`src/rtl/mc_ctrl_pkg.sv`:
```
// -----------------------------------------------------------------------------
// mc_ctrl_pkg
// Shared types and constants for the multi-cycle RV32I control sequencer:
//   - mc_state_t : sequencer state encoding
//   - OP_*       : opcode[6:2] major-opcode values decoded in DECODE
//   - ALU_*      : ALUOp encodings driven toward the ALU control decoder
//   - SRCB_*     : ALU operand-B mux select encodings
// -----------------------------------------------------------------------------
package mc_ctrl_pkg;

    typedef enum logic [3:0] {
        FETCH  = 4'd0,
        DECODE = 4'd1,
        EXEC_R = 4'd2,
        EXEC_I = 4'd3,
        WB_ALU = 4'd4,
        ADDR   = 4'd5,
        MEM_RD = 4'd6,
        WB_MEM = 4'd7,
        MEM_WR = 4'd8,
        BRANCH = 4'd9
    } mc_state_t;

    // opcode[6:2]; opcode[1:0] is always 2'b11 for 32-bit encodings
    localparam logic [4:0] OP_R  = 5'b01100;
    localparam logic [4:0] OP_I  = 5'b00100;
    localparam logic [4:0] OP_LD = 5'b00000;
    localparam logic [4:0] OP_ST = 5'b01000;
    localparam logic [4:0] OP_BR = 5'b11000;

    localparam logic [1:0] ALU_ADD   = 2'b00;
    localparam logic [1:0] ALU_SUB   = 2'b01;
    localparam logic [1:0] ALU_RTYPE = 2'b10;
    localparam logic [1:0] ALU_ITYPE = 2'b11;

    localparam logic [1:0] SRCB_RS2  = 2'b00;
    localparam logic [1:0] SRCB_FOUR = 2'b01;
    localparam logic [1:0] SRCB_IMM  = 2'b10;

endpackage : mc_ctrl_pkg

```
`src/rtl/mc_control_fsm_instret.sv`:
```
// -----------------------------------------------------------------------------
// mc_instret_counter
// Retired-instruction counter. Increments by one on every clock edge where
// i_en is high, wraps silently from all-ones to zero.
// Ports:
//   clk      in   system clock, rising edge
//   rst      in   synchronous active-high reset, clears the count
//   i_en     in   retire strobe
//   o_count  out  current count (W bits)
// -----------------------------------------------------------------------------
module mc_instret_counter #(
    parameter int unsigned W = 32
) (
    input  logic         clk,
    input  logic         rst,
    input  logic         i_en,
    output logic [W-1:0] o_count
);

    logic [W-1:0] r_count;

    // NOTE: sequential state is written with non-blocking (<=) assignments so
    // every flop samples pre-edge values regardless of block evaluation order.
    always_ff @(posedge clk) begin
        if (rst) begin
            r_count <= '0;
        end else if (i_en) begin
            r_count <= r_count + 1'b1;
        end
    end

    assign o_count = r_count;

endmodule : mc_instret_counter

```
`src/rtl/mc_control_fsm.sv`:
```
// -----------------------------------------------------------------------------
// mc_control_fsm
// Multi-cycle control sequencer for the RV32I core. Steps the shared ALU, the
// unified single-ported memory, the register file and PC/IR/ALUOut through
// FETCH, DECODE, EXEC, MEM and WB states, counts retired instructions and
// flags unsupported opcodes.
// Ports:
//   clk, rst             clock / synchronous active-high reset
//   opcode[6:0]          IR[6:0], valid from DECODE onward
//   zf                   ALU zero flag (branch condition)
//   mem_ready            memory completes the outstanding request this cycle
//   pc_write, pc_src     PC load enable / PC source (0 = ALU, 1 = ALUOut)
//   iord                 memory address select (0 = PC, 1 = ALUOut)
//   mem_read, mem_write  memory requests
//   ir_write             IR load enable
//   alu_src_a/b, alu_op  ALU operand selects and ALUOp
//   reg_write, mem_to_reg register writeback enable / source
//   illegal              one-cycle pulse on an unsupported opcode
//   instret              retired-instruction count
//   pc_init              high while rst is high (PC loads RESET_PC)
// -----------------------------------------------------------------------------
module mc_control_fsm
    import mc_ctrl_pkg::*;
#(
    parameter logic [31:0] RESET_PC = 32'h0000_0000,
    parameter int unsigned CNT_W    = 32
) (
    input  logic             clk,
    input  logic             rst,
    input  logic [6:0]       opcode,
    input  logic             zf,
    input  logic             mem_ready,
    output logic             pc_write,
    output logic             pc_src,
    output logic             iord,
    output logic             mem_read,
    output logic             mem_write,
    output logic             ir_write,
    output logic             alu_src_a,
    output logic [1:0]       alu_src_b,
    output logic [1:0]       alu_op,
    output logic             reg_write,
    output logic             mem_to_reg,
    output logic             illegal,
    output logic [CNT_W-1:0] instret,
    output logic             pc_init
);

    // The PC register itself consumes RESET_PC; it must be a word address.
    if (RESET_PC[1:0] != 2'b00) begin : g_bad_reset_pc
        $error("mc_control_fsm: RESET_PC must be word aligned");
    end

    mc_state_t r_state;
    mc_state_t w_next_state;
    logic      w_retire;
    logic      w_unused_opcode_lsbs;

    // Only opcode[6:2] selects the instruction class.
    assign w_unused_opcode_lsbs = &{1'b0, opcode[1:0]};

    always_ff @(posedge clk) begin
        if (rst) begin
            r_state <= FETCH;
        end else begin
            r_state <= w_next_state;
        end
    end

    // NOTE: every signal driven here gets a default before the case so no path
    // leaves it unassigned, which would infer a latch.
    always_comb begin
        w_next_state = r_state;
        w_retire     = 1'b0;
        pc_write     = 1'b0;
        pc_src       = 1'b0;
        iord         = 1'b0;
        mem_read     = 1'b0;
        mem_write    = 1'b0;
        ir_write     = 1'b0;
        alu_src_a    = 1'b0;
        alu_src_b    = SRCB_RS2;
        alu_op       = ALU_ADD;
        reg_write    = 1'b0;
        mem_to_reg   = 1'b0;
        illegal      = 1'b0;

        unique case (r_state)
            FETCH: begin
                mem_read  = 1'b1;
                alu_src_b = SRCB_FOUR;
                if (mem_ready) begin
                    ir_write     = 1'b1;
                    pc_write     = 1'b1;
                    w_next_state = DECODE;
                end
            end
            DECODE: begin
                // PC + imm lands in ALUOut as the speculative branch target
                alu_src_b = SRCB_IMM;
                case (opcode[6:2])
                    OP_R:          w_next_state = EXEC_R;
                    OP_I:          w_next_state = EXEC_I;
                    OP_LD, OP_ST:  w_next_state = ADDR;
                    OP_BR:         w_next_state = BRANCH;
                    default: begin
                        illegal      = 1'b1;
                        w_next_state = FETCH;
                    end
                endcase
            end
            EXEC_R: begin
                alu_src_a    = 1'b1;
                alu_src_b    = SRCB_RS2;
                alu_op       = ALU_RTYPE;
                w_next_state = WB_ALU;
            end
            EXEC_I: begin
                alu_src_a    = 1'b1;
                alu_src_b    = SRCB_IMM;
                alu_op       = ALU_ITYPE;
                w_next_state = WB_ALU;
            end
            WB_ALU: begin
                reg_write    = 1'b1;
                w_retire     = 1'b1;
                w_next_state = FETCH;
            end
            ADDR: begin
                alu_src_a    = 1'b1;
                alu_src_b    = SRCB_IMM;
                // opcode[5] separates store (0100011) from load (0000011)
                w_next_state = opcode[5] ? MEM_WR : MEM_RD;
            end
            MEM_RD: begin
                iord     = 1'b1;
                mem_read = 1'b1;
                if (mem_ready) begin
                    w_next_state = WB_MEM;
                end
            end
            WB_MEM: begin
                reg_write    = 1'b1;
                mem_to_reg   = 1'b1;
                w_retire     = 1'b1;
                w_next_state = FETCH;
            end
            MEM_WR: begin
                iord      = 1'b1;
                mem_write = 1'b1;
                if (mem_ready) begin
                    w_retire     = 1'b1;
                    w_next_state = FETCH;
                end
            end
            BRANCH: begin
                alu_src_a    = 1'b1;
                alu_src_b    = SRCB_RS2;
                alu_op       = ALU_SUB;
                pc_src       = 1'b1;
                pc_write     = zf;
                w_retire     = 1'b1;
                w_next_state = FETCH;
            end
            default: begin
                w_next_state = FETCH;
            end
        endcase

        // While reset is asserted nothing may reach memory, the register file
        // or the PC, so an interrupted store can never commit.
        if (rst) begin
            w_retire  = 1'b0;
            pc_write  = 1'b0;
            pc_src    = 1'b0;
            iord      = 1'b0;
            mem_read  = 1'b0;
            mem_write = 1'b0;
            ir_write  = 1'b0;
            alu_src_a = 1'b0;
            alu_src_b = SRCB_RS2;
            alu_op    = ALU_ADD;
            reg_write = 1'b0;
            mem_to_reg = 1'b0;
            illegal   = 1'b0;
        end
    end

    assign pc_init = rst;

    mc_instret_counter #(
        .W (CNT_W)
    ) u_instret (
        .clk     (clk),
        .rst     (rst),
        .i_en    (w_retire),
        .o_count (instret)
    );

endmodule : mc_control_fsm

```
`config.mk`:
```
export PLATFORM = sky130hd
export DESIGN_NAME = mc_control_fsm
export DESIGN_NICKNAME = d
export VERILOG_FILES = /design/src/rtl/mc_ctrl_pkg.sv /design/src/rtl/mc_control_fsm_instret.sv /design/src/rtl/mc_control_fsm.sv
export SDC_FILE = /design/constraint.sdc
export NUM_CORES = 1
export LEC_CHECK = 0
export ABC_CLOCK_PERIOD_IN_PS = 2000
export BUFFER_PORTS_ARGS = -buffer_cell sky130_fd_sc_hd__buf_2
export CAP_MARGIN = 25
export CORE_MARGIN = 5
export CORE_UTILIZATION = 46
export CTS_CLUSTER_SIZE = 40
export DETAILED_ROUTE_END_ITERATION = 6
export GPL_ROUTABILITY_DRIVEN = 0
export PLACE_DENSITY = 0.75
export SLEW_MARGIN = 20
export SYNTH_ARGS = -nofsm -noshare
export SYNTH_HDL_FRONTEND = slang
export SYNTH_SLANG_ARGS = --single-unit
```
`constraint.sdc`:
```
create_clock -name clk -period 2 [get_ports clk]
set_clock_uncertainty 0.15 [all_clocks]
set_input_delay 0.2 -clock clk [delete_from_list [all_inputs] [get_ports clk]]
set_output_delay 0.2 -clock clk [all_outputs]
set_load 0.01 [all_outputs]
```
==> impl_metrics.env, run 1 <==
export IMPL_outcome="finished clean"
export IMPL_synth_async_reset_ratio_pct=0
export IMPL_syn_area_sq_mm=0.00194
export IMPL_clockBufferDepth=2
export IMPL_finalCritPeriodShare_pct=99.2
export IMPL_synth_area_leaders="dfxtp_1 (37%), xnor2_1 (9.5%), nor2_1 (6.6%)"
export IMPL_highest_layer="met4"
export IMPL_setup_viol=0
export IMPL_rrSetupSlack_ns=0.06
export IMPL_power_mw=1.32
export IMPL_synth_top_area_share_pct=37.2
export IMPL_met2_length_microns=2610
export IMPL_ir_worst_vdd_uv=526
export IMPL_tritoncts="yes"
export IMPL_synth_edf_count=0
export IMPL_min_to="r_state[1]$_SDFFE_PP0P_"
export IMPL_vias=2099
export IMPL_port_buffers=55
export IMPL_arrival_ns=1.63
export IMPL_die_w_microns=74.9
export IMPL_syn_area_per_cell_sq_um=7.94
export IMPL_gr_usage_all_layers_pct=20.7
export IMPL_initial_core_util_pct=48.1
export IMPL_crit_path_max_fanout=10
export IMPL_first_pass_iters=4
export IMPL_syn_instance_count=244
export IMPL_grt_pass1_vias=1981
export IMPL_holdBufCountCts=0
export IMPL_hold_start="opcode[4]"
export IMPL_crit_path_end_kind="output pin"
export IMPL_fin_area_sq_mm=0.00263
export IMPL_grt_pass1_wl_microns=8910
export IMPL_path_class="reg -> out"
export IMPL_timing_setup_tns_ns=0
export IMPL_drt_iter0_markers=141
export IMPL_ys_types=38
export IMPL_hold_class="in -> reg"
export IMPL_utilization_pct=65.4
export IMPL_cts_root_buf="clkbuf_8"
export IMPL_clk_pin_slew_worst_paths_ns=0.07
export IMPL_wl_microns=5370
export IMPL_syn_nets=256
export IMPL_fmax_mhz=504
export IMPL_worst_setup_path_start_kind="register"
export IMPL_holdPathStages=3
export IMPL_slew_headroom_pct=72.1
export IMPL_tightest_slew_ns=0.413
export IMPL_io_pins=58
export IMPL_htreeDepth=2
export IMPL_met1_length_microns=2400
export IMPL_hold_viol=0
export IMPL_seq_area_frac_synth_pct=37.2
export IMPL_antenna_cells=0
export IMPL_synth_area_leader_cell="dfxtp_1"
export IMPL_coreArea_sq_mm=0.00403
export IMPL_drive_above_1_share_pct=36.9
export IMPL_dp_hpwl_microns=3930
export IMPL_drcViolationCount=0
export IMPL_rows=23
export IMPL_regToRegStartpoint="u_instret.o_count[6]$_SDFFE_PP0P_"
export IMPL_slew_violations=0
export IMPL_antenna_left=0
export IMPL_die_height_microns=74.9
export IMPL_clock_latency_ns=0.29
export IMPL_cp_required_ns=1.65
export IMPL_rsz0062_at_grt="yes"
export IMPL_power_leakage_nw=1.07
export IMPL_wl_met3_microns=272
export IMPL_max_cap_violations=0
export IMPL_wire_per_inst_microns=14.2
export IMPL_fillers=374
export IMPL_place_area_sq_mm=0.00249
export IMPL_grt_ovfl_total=0
export IMPL_cts_buffers=5
export IMPL_reg2reg_depth=5
export IMPL_yosysWarnings=0
export IMPL_syn2layout_area_growth_pct=35.9
export IMPL_holdWs_ns=0.0154
export IMPL_period_minus_slack_ns=1.98
export IMPL_antenna_found_initial=0
export IMPL_power_density_mw_per_mm2=501
export IMPL_grt_max_degree=37
export IMPL_ys_ff_latch=36
export IMPL_cts_sinks=36
export IMPL_vias_per_cell=5.55
export IMPL_die_area_sq_mm=0.00561
export IMPL_final_nets=340
export IMPL_timing_rr_end="u_instret.o_count[25]$_SDFFE_PP0P_"
export IMPL_synth_flop_cell="dfxtp_1"
==> layer usage <==
layer | vias to the layer above | track usage [%]
met1 | 998 | 26.6
met3 | 10 | 4.27
li1 | 1039 | -
met5 | - | 0
met4 | 0 | 8.70
met2 | 52 | 33.6
==> flip-flops by register name (all words and copies together), names as in the netlist <==
register and flops:
u_instret.o_count 32, r_state 4
==> kinds of logic after synthesis <==
family / after synthesis / share of synthesized area [%]
compound gates: 27 / 8.52
xor+xnor: 28 / 12.7
simple gates: 133 / 36.9
fa+ha+maj: 1 / 0.645
buf+inv: 19 / 4.07
flops: 36 / 37.2
==> final cells by class <==
cell class,count,area (sq um),share of cell area (%)
Sequential cell,36,736,27.9
Clock inverter,1,5.00,0.190
Clock buffer,6,72.6,2.76
Multi-Input combinational cell,189,1180,44.9
Tap cell,50,62.6,2.38
Timing Repair Buffer,92,561,21.3
Inverter,4,15.0,0.570
==> cells in the mapped netlist, types with 2 or more instances <==
| master | n |
|---|---|
| nand3_1 | 6 |
| and2_1 | 3 |
| nor2b_1 | 4 |
| xor2_1 | 7 |
| dfxtp_1 | 36 |
| nor2_1 | 34 |
| or3_1 | 8 |
| inv_1 | 4 |
| nor4b_1 | 3 |
| and4_1 | 5 |
| nor3_1 | 10 |
| buf_2 | 3 |
| nor4_1 | 18 |
| nand4_1 | 13 |
| or2_2 | 2 |
| xnor2_1 | 21 |
| nand2b_1 | 5 |
| o21ai_0 | 8 |
| clkbuf_1 | 10 |
| nand2_1 | 18 |
| a21oi_1 | 9 |
==> power breakdown <==
part / total [mW] / internal [mW] / switching, mW
Clock: 0.489 / 0.237 / 0.252
Sequential: 0.723 / 0.719 / 0.00350
Combinational: 0.107 / 0.0452 / 0.0622
==> critical path, cell delays in order, from the launching register on <==
cell	delay, ns
dfxtp_1	0.35
buf_6	0.16
nand2b_1	0.18
buf_4	0.17
nor3_2	0.22
a21o_1	0.14
buf_2	0.12
==> timing repair <==
item,CTS,global route
setup endpoints to repair,2,9
pin swaps,0,3
endpoints found under the hold margin,0,0
gates resized for setup,2,18
setup buffers,0,1
==> how the worst max path moves through the flow <==
stage                     slack (ns)  cells past startpoint                              start                                  to
final                           0.02                      6            r_state[1]$_SDFFE_PP0P_                            pc_write
after global routing           -0.05                      7            r_state[1]$_SDFFE_PP0P_                            mem_read
after CTS                       0.02                      6            r_state[3]$_SDFFE_PP0P_                            pc_write
after detailed placement       0.009                      5  u_instret.o_count[6]$_SDFFE_PP0P_  u_instret.o_count[25]$_SDFFE_PP0P_
after global placement          0.03                      5  u_instret.o_count[6]$_SDFFE_PP0P_  u_instret.o_count[25]$_SDFFE_PP0P_
after floorplan                0.003                      5  u_instret.o_count[4]$_SDFFE_PP0P_  u_instret.o_count[25]$_SDFFE_PP0P_
==> through the flow <==
step                      std cells  setup WS [ns]
final                           378         0.0169
after global routing            378        -0.0479
after CTS                       377         0.0203
after detailed placement        370        0.00873
after global placement          370         0.0323
after floorplan                 244        0.00309
==> placed cells by master (no fill, tap or decap), types with 2 or more instances in the layout <==
cell type and n:
nor4b_1 3, a21oi_1 8, buf_4 35, nor4_1 16
or3_1 7, nand2_1 18, dfxtp_2 12, buf_2 55
clkbuf_8 5, buf_6 2, nor2b_1 4, nand2b_1 5
nor2_1 33, nand4_1 13, xor2_1 7, inv_1 4
and4_1 5, nand3_1 6, dfxtp_1 24, and2_1 2
nor3_1 9, xnor2_1 21, o21ai_0 8
(Power assumes the default switching activity.)
==> run 2, diff against run 1 <==
--- a/config.mk
+++ b/config.mk
@@ -16,2 +16,3 @@
 export PLACE_DENSITY = 0.75
+export SKIP_LAST_GASP = 1
 export SLEW_MARGIN = 20
--- a/constraint.sdc
+++ b/constraint.sdc
@@ -4,2 +4,2 @@
 set_output_delay 0.2 -clock clk [all_outputs]
-set_load 0.01 [all_outputs]
+set_load 0.005 [all_outputs]
==> run 2 against run 1 <==
Net effect:
- worst hold slack lost 0.0024 ns
- global-route usage stayed put
- final cell count unchanged
- critical path type unchanged
- largest power group unchanged
==> impl_metrics.env, run 2 (synthesized netlist as in run 1, its figures left out) <==
export IMPL_cts_root_buf="clkbuf_8"
export IMPL_clk_pin_slew_worst_paths_ns=0.07
export IMPL_finalCritPeriodShare_pct=98.7
export IMPL_power_leakage_nw=1.07
export IMPL_die_height_microns=74.9
export IMPL_cts_buffers=5
export IMPL_rows=23
export IMPL_slew_headroom_pct=72.1
export IMPL_rsz0062_at_grt="yes"
export IMPL_critical_path_top_delay_family="simple AND/OR/NAND/NOR gates"
export IMPL_gr_usage_all_layers_pct=20.7
export IMPL_crit_path_max_fanout=4
export IMPL_htreeDepth=2
export IMPL_antenna_cells=0
export IMPL_initial_core_util_pct=48.1
export IMPL_tritoncts="yes"
export IMPL_crit_path_end_kind="output pin"
export IMPL_slew_violations=0
export IMPL_fin_ws_ns=0.0268
export IMPL_first_pass_iters=4
export IMPL_fmax_mhz=507
export IMPL_cpMaxStageDelayCell="dfxtp_1"
export IMPL_port_buffers=55
export IMPL_cts_sinks=36
export IMPL_setup_viol=0
export IMPL_drive_above_1_share_pct=36.6
export IMPL_die_area_sq_mm=0.00561
export IMPL_path_class="reg -> out"
export IMPL_cp_required_ns=1.65
export IMPL_max_cap_violations=0
export IMPL_antenna_left=0
export IMPL_final_nets=340
export IMPL_wire_per_inst_microns=14.2
export IMPL_outcome="finished clean"
export IMPL_grt_ovfl_total=0
export IMPL_final_cell_mix="buf_2 (55), buf_4 (37), nor2_1 (33), dfxtp_1 (25), xnor2_1 (21)"
export IMPL_grt_pass1_vias=1981
export IMPL_power_mw=1.31
export IMPL_vias_per_cell=5.53
export IMPL_period_minus_slack_ns=1.97
export IMPL_place_ws_ns=0.00873
export IMPL_final_common_cell="buf_2"
export IMPL_io_pins=58
export IMPL_worst_setup_path_start_kind="register"
export IMPL_hold_viol=0
export IMPL_timing_setup_tns_ns=0
export IMPL_clockBufferDepth=2
export IMPL_critical_path_buf_inv_count=2
export IMPL_coreArea_sq_mm=0.00403
export IMPL_arrival_ns=1.62
export IMPL_ir_worst_vdd_uv=526
export IMPL_power_density_mw_per_mm2=502
export IMPL_syn2layout_area_growth_pct=34.9
export IMPL_grt_pass1_wl_microns=8910
export IMPL_drcViolationCount=0
export IMPL_drt_iter0_markers=133
export IMPL_largest_reg_flops=32
export IMPL_tightest_slew_ns=0.413
export IMPL_die_w_microns=74.9
export IMPL_antenna_found_initial=0
export IMPL_grt_max_degree=37
export IMPL_dp_hpwl_microns=3930
export IMPL_holdWs_ns=0.0129
export IMPL_crit_path_cell_trace="or2_2, buf_4, nor4_2, and2_1, a21o_1, buf_2"
export IMPL_wl_microns=5370
export IMPL_vias=2090
export IMPL_crit_path_max_incr_delay_ns=0.34
export IMPL_clock_latency_ns=0.29
export IMPL_hold_class="in -> reg"
==> run 2: cell counts in the layout (fill, tap and decap cells not counted) <==
No cell type changed its count.
==> run 2: repair_timing <==
item	CTS	global route
setup buffers	0	1
hold buffers	0	0
resized for setup	2	13
pin swaps	0	3
endpoints found under the hold margin	0	0
endpoints found under the setup margin	2	8
==> run 2: path summary, 6_finish.rpt <==
path                                     start                                  to  slack (ns)  depth (start not counted)
max                    r_state[3]$_SDFFE_PP0P_                            pc_write        0.03                          6
min reg2reg  u_instret.o_count[1]$_SDFFE_PP0P_   u_instret.o_count[1]$_SDFFE_PP0P_        0.36                          2
max reg2reg  u_instret.o_count[6]$_SDFFE_PP0P_  u_instret.o_count[25]$_SDFFE_PP0P_        0.06                          5
min                                  opcode[4]             r_state[1]$_SDFFE_PP0P_        0.01                          3
==> run 2: worst min-delay path, cell delays in order <==
cell and delay (ns):
buf_2 0.11, nand2_1 0.05, a21oi_1 0.05
==> run 2: power breakdown <==
| group | leakage (nW) | internal (mW) | switching (mW) |
|---|---|---|---|
| Sequential | 0.296 | 0.719 | 0.00308 |
| Clock | 0.0410 | 0.237 | 0.255 |
| Combinational | 0.732 | 0.0420 | 0.0563 |
==> run 2: cell type report <==
type | instances | area [sq um]
Inverter | 4 | 15.0
Fill cell | 376 | 1420
Sequential cell | 36 | 734
Tap cell | 50 | 62.6
Multi-Input combinational cell | 189 | 1170
Clock inverter | 1 | 5.00
Timing Repair Buffer | 92 | 553
Clock buffer | 6 | 72.6
==> run 2: layer usage <==
layer	up-vias	wire (microns)	global-route usage [%]
met2	50	2600	33.6
met5	-	0	0
met1	990	2390	26.6
li1	1040	-	-
met4	0	91	8.70
met3	10	281	4.27
==> run 2: through the flow <==
stage / utilization (%) / cell area, sq um / instances
final: 64.9 / 2610 / 378
after global routing: 64.9 / 2610 / 378
after CTS: 63.9 / 2580 / 377
after detailed placement: 61.7 / 2490 / 370
after global placement: 61.7 / 2490 / 370
after floorplan: - / 1940 / 244
==> run 3, diff against run 2 <==
- CORE_UTILIZATION: 46 -> 48
- CTS_BUF_LIST: not set -> sky130_fd_sc_hd__clkbuf_8
- CTS_CLUSTER_DIAMETER: not set -> 150
- PLACE_DENSITY: 0.75 -> 0.78
- SLEW_MARGIN: 20 -> not set
==> run 3 against run 2 <==
Net effect:
- the flow now finishes with violations (setup timing)
- register-to-register slack lost 0.07 ns
- critical path depth fell by 1
- die area down 3.6%
- sequential power about the same
- setup slack got worse by 0.041 ns
- global-route usage is 0.75 points higher
==> impl_metrics.env, run 3 (synthesized netlist as in run 1, its figures left out) <==
export IMPL_violations="setup timing"
export IMPL_place_area_sq_mm=0.00248
export IMPL_wl_microns=5390
export IMPL_syn2layout_area_growth_pct=34.5
export IMPL_reg2reg_depth=5
export IMPL_gr_usage_met1_pct=27.2
export IMPL_gr_usage_all_layers_pct=21.4
export IMPL_clockBufferDepth=2
export IMPL_hold_start="opcode[4]"
export IMPL_crit_path_end_kind="register"
export IMPL_switchingPower_mw=0.331
export IMPL_port_buffers=55
export IMPL_coreArea_sq_mm=0.00397
export IMPL_critical_path_top_delay_family="simple AND/OR/NAND/NOR gates"
export IMPL_cp_required_ns=2.09
export IMPL_swShare_pct=24.8
export IMPL_slew_headroom_pct=72.7
export IMPL_regToRegStartpoint="r_state[1]$_SDFFE_PP0P_"
export IMPL_vias=2095
export IMPL_rows=23
export IMPL_hold_viol=0
export IMPL_final_common_cell="buf_2"
export IMPL_final_nets=338
export IMPL_initial_core_util_pct=48.8
export IMPL_cts_root_buf="clkbuf_8"
export IMPL_crit_path_max_fanout=4
export IMPL_arrival_ns=2.10
export IMPL_fin_area_sq_mm=0.00261
export IMPL_setup_viol=1
export IMPL_use_met2_pct=34.3
export IMPL_period_minus_slack_ns=2.01
export IMPL_holdPathStages=3
export IMPL_wire_per_inst_microns=14.3
export IMPL_critical_path_buf_inv_count=0
export IMPL_drt_iter0_markers=174
export IMPL_fmax_mhz=496
export IMPL_antenna_found_initial=0
export IMPL_timing_rr_end="u_instret.o_count[25]$_SDFFE_PP0P_"
export IMPL_pwr_share_seq_pct=54.1
export IMPL_tightest_slew_ns=0.404
export IMPL_outcome="finished with violations"
export IMPL_largest_reg_flops=32
export IMPL_clockPowerShare_pct=38.5
export IMPL_cts_buffers=5
export IMPL_slew_violations=0
export IMPL_top_usage_layer="met2"
export IMPL_min_to="r_state[1]$_SDFFE_PP0P_"
export IMPL_final_cell_mix="buf_2 (55), buf_4 (34), nor2_1 (33), dfxtp_1 (30), xnor2_1 (21)"
export IMPL_cpMaxStageDelayCell="or4_4"
export IMPL_crit_path_max_incr_delay_ns=0.57
export IMPL_cts_sinks=36
export IMPL_drive_above_1_share_pct=34.6
export IMPL_clock_latency_ns=0.30
export IMPL_startpoint="r_state[1]$_SDFFE_PP0P_"
export IMPL_die_w_microns=73.5
export IMPL_met3_usage_pct=6.57
export IMPL_vias_per_cell=5.56
export IMPL_htreeDepth=2
export IMPL_combinationalPowerShare_pct=7.5
export IMPL_tritoncts="yes"
export IMPL_power_leakage_nw=1.07
export IMPL_antenna_left=0
export IMPL_die_height_microns=73.5
export IMPL_drcViolationCount=0
export IMPL_grt_pass1_wl_microns=9000
export IMPL_ir_worst_vdd_uv=571
export IMPL_power_density_mw_per_mm2=512
export IMPL_grt_max_degree=37
export IMPL_finalCritPeriodShare_pct=101
export IMPL_worst_setup_path_start_kind="register"
export IMPL_place_ws_ns=0.0297
export IMPL_hold_class="in -> reg"
export IMPL_clk_pin_slew_worst_paths_ns=0.08
export IMPL_first_pass_iters=4
export IMPL_path_class="reg -> reg"
export IMPL_io_pins=58
export IMPL_rrSetupSlack_ns=-0.01
export IMPL_dp_hpwl_microns=3900
export IMPL_die_area_sq_mm=0.00541
export IMPL_rsz0062_at_grt="yes"
export IMPL_timing_setup_tns_ns=-0.0145
export IMPL_holdBufCountCts=0
export IMPL_grt_pass1_vias=1963
export IMPL_p_int_mw=1.00
export IMPL_grt_ovfl_total=0
export IMPL_max_cap_violations=0
export IMPL_fin_ws_ns=-0.0145
export IMPL_crit_path_cell_trace="xnor2_1, a2bb2oi_1, or4_4, or3_1, a21oi_1"
export IMPL_antenna_cells=0
## run 3: stage by stage
stage               utilization [%]  cells  power, mW  hold slack, ns
finish                         65.7    377       1.34          0.0119
global route                   65.7    377       1.40          0.0146
CTS                            64.8    377       1.34         0.00485
detailed placement             62.4    369      0.830           0.329
global placement               62.4    369      0.829           0.323
floorplan                         -    244      0.791           0.190
## run 3: worst min-delay path, stage by stage
cell and delay (ns):
buf_2 0.11, nand2_1 0.05, a21oi_1 0.05
## run 3: per-layer routing
metal	part of all wire (%)	vias up	routed length [microns]
li1	-	1035	-
met5	0	-	0
met4	1.3	0	68
met3	5.7	8	310
met2	48	50	2570
met1	45	1002	2440
## run 3: how the worst max path moves through the flow
stage | end | slack, ns | cells past startpoint
2_1_floorplan | u_instret.o_count[25]$_SDFFE_PP0P_ | 0.03 | 5
3_3_place_gp | u_instret.o_count[25]$_SDFFE_PP0P_ | 0.05 | 5
3_5_place_dp | u_instret.o_count[25]$_SDFFE_PP0P_ | 0.03 | 5
4_1_cts | u_instret.o_count[25]$_SDFFE_PP0P_ | 0.02 | 5
5_1_grt | u_instret.o_count[25]$_SDFFE_PP0P_ | -0.08 | 5
6_report | u_instret.o_count[25]$_SDFFE_PP0P_ | -0.01 | 5
## run 3: power by group through the flow
| stage | clock [mW] | combinational [mW] | sequential (mW) |
|---|---|---|---|
| after floorplan | 0 | 0.0531 | 0.738 |
| after global placement | 0 | 0.0905 | 0.738 |
| after detailed placement | 0 | 0.0919 | 0.739 |
| after CTS | 0.525 | 0.0941 | 0.722 |
| after global routing | 0.566 | 0.109 | 0.722 |
| final | 0.513 | 0.0995 | 0.722 |
## run 3: repair_timing
| action | CTS | global route |
|---|---|---|
| setup buffers | 0 | 0 |
| pin swaps | 0 | 1 |
| endpoints found under the setup margin | 1 | 8 |
| gates resized for setup | 1 | 8 |
| cloned | 0 | 0 |
## run 3: area by class of cell
| cell class | count | area [sq um] |
|---|---|---|
| clock inverter | 3 | 18.8 |
| inverter | 4 | 15.0 |
| clock buffer | 5 | 68.8 |
| tap | 50 | 62.6 |
| timing repair buffer | 90 | 542 |
| fill | 348 | 1360 |
| sequential | 36 | 728 |
| multi-input combinational | 189 | 1170 |
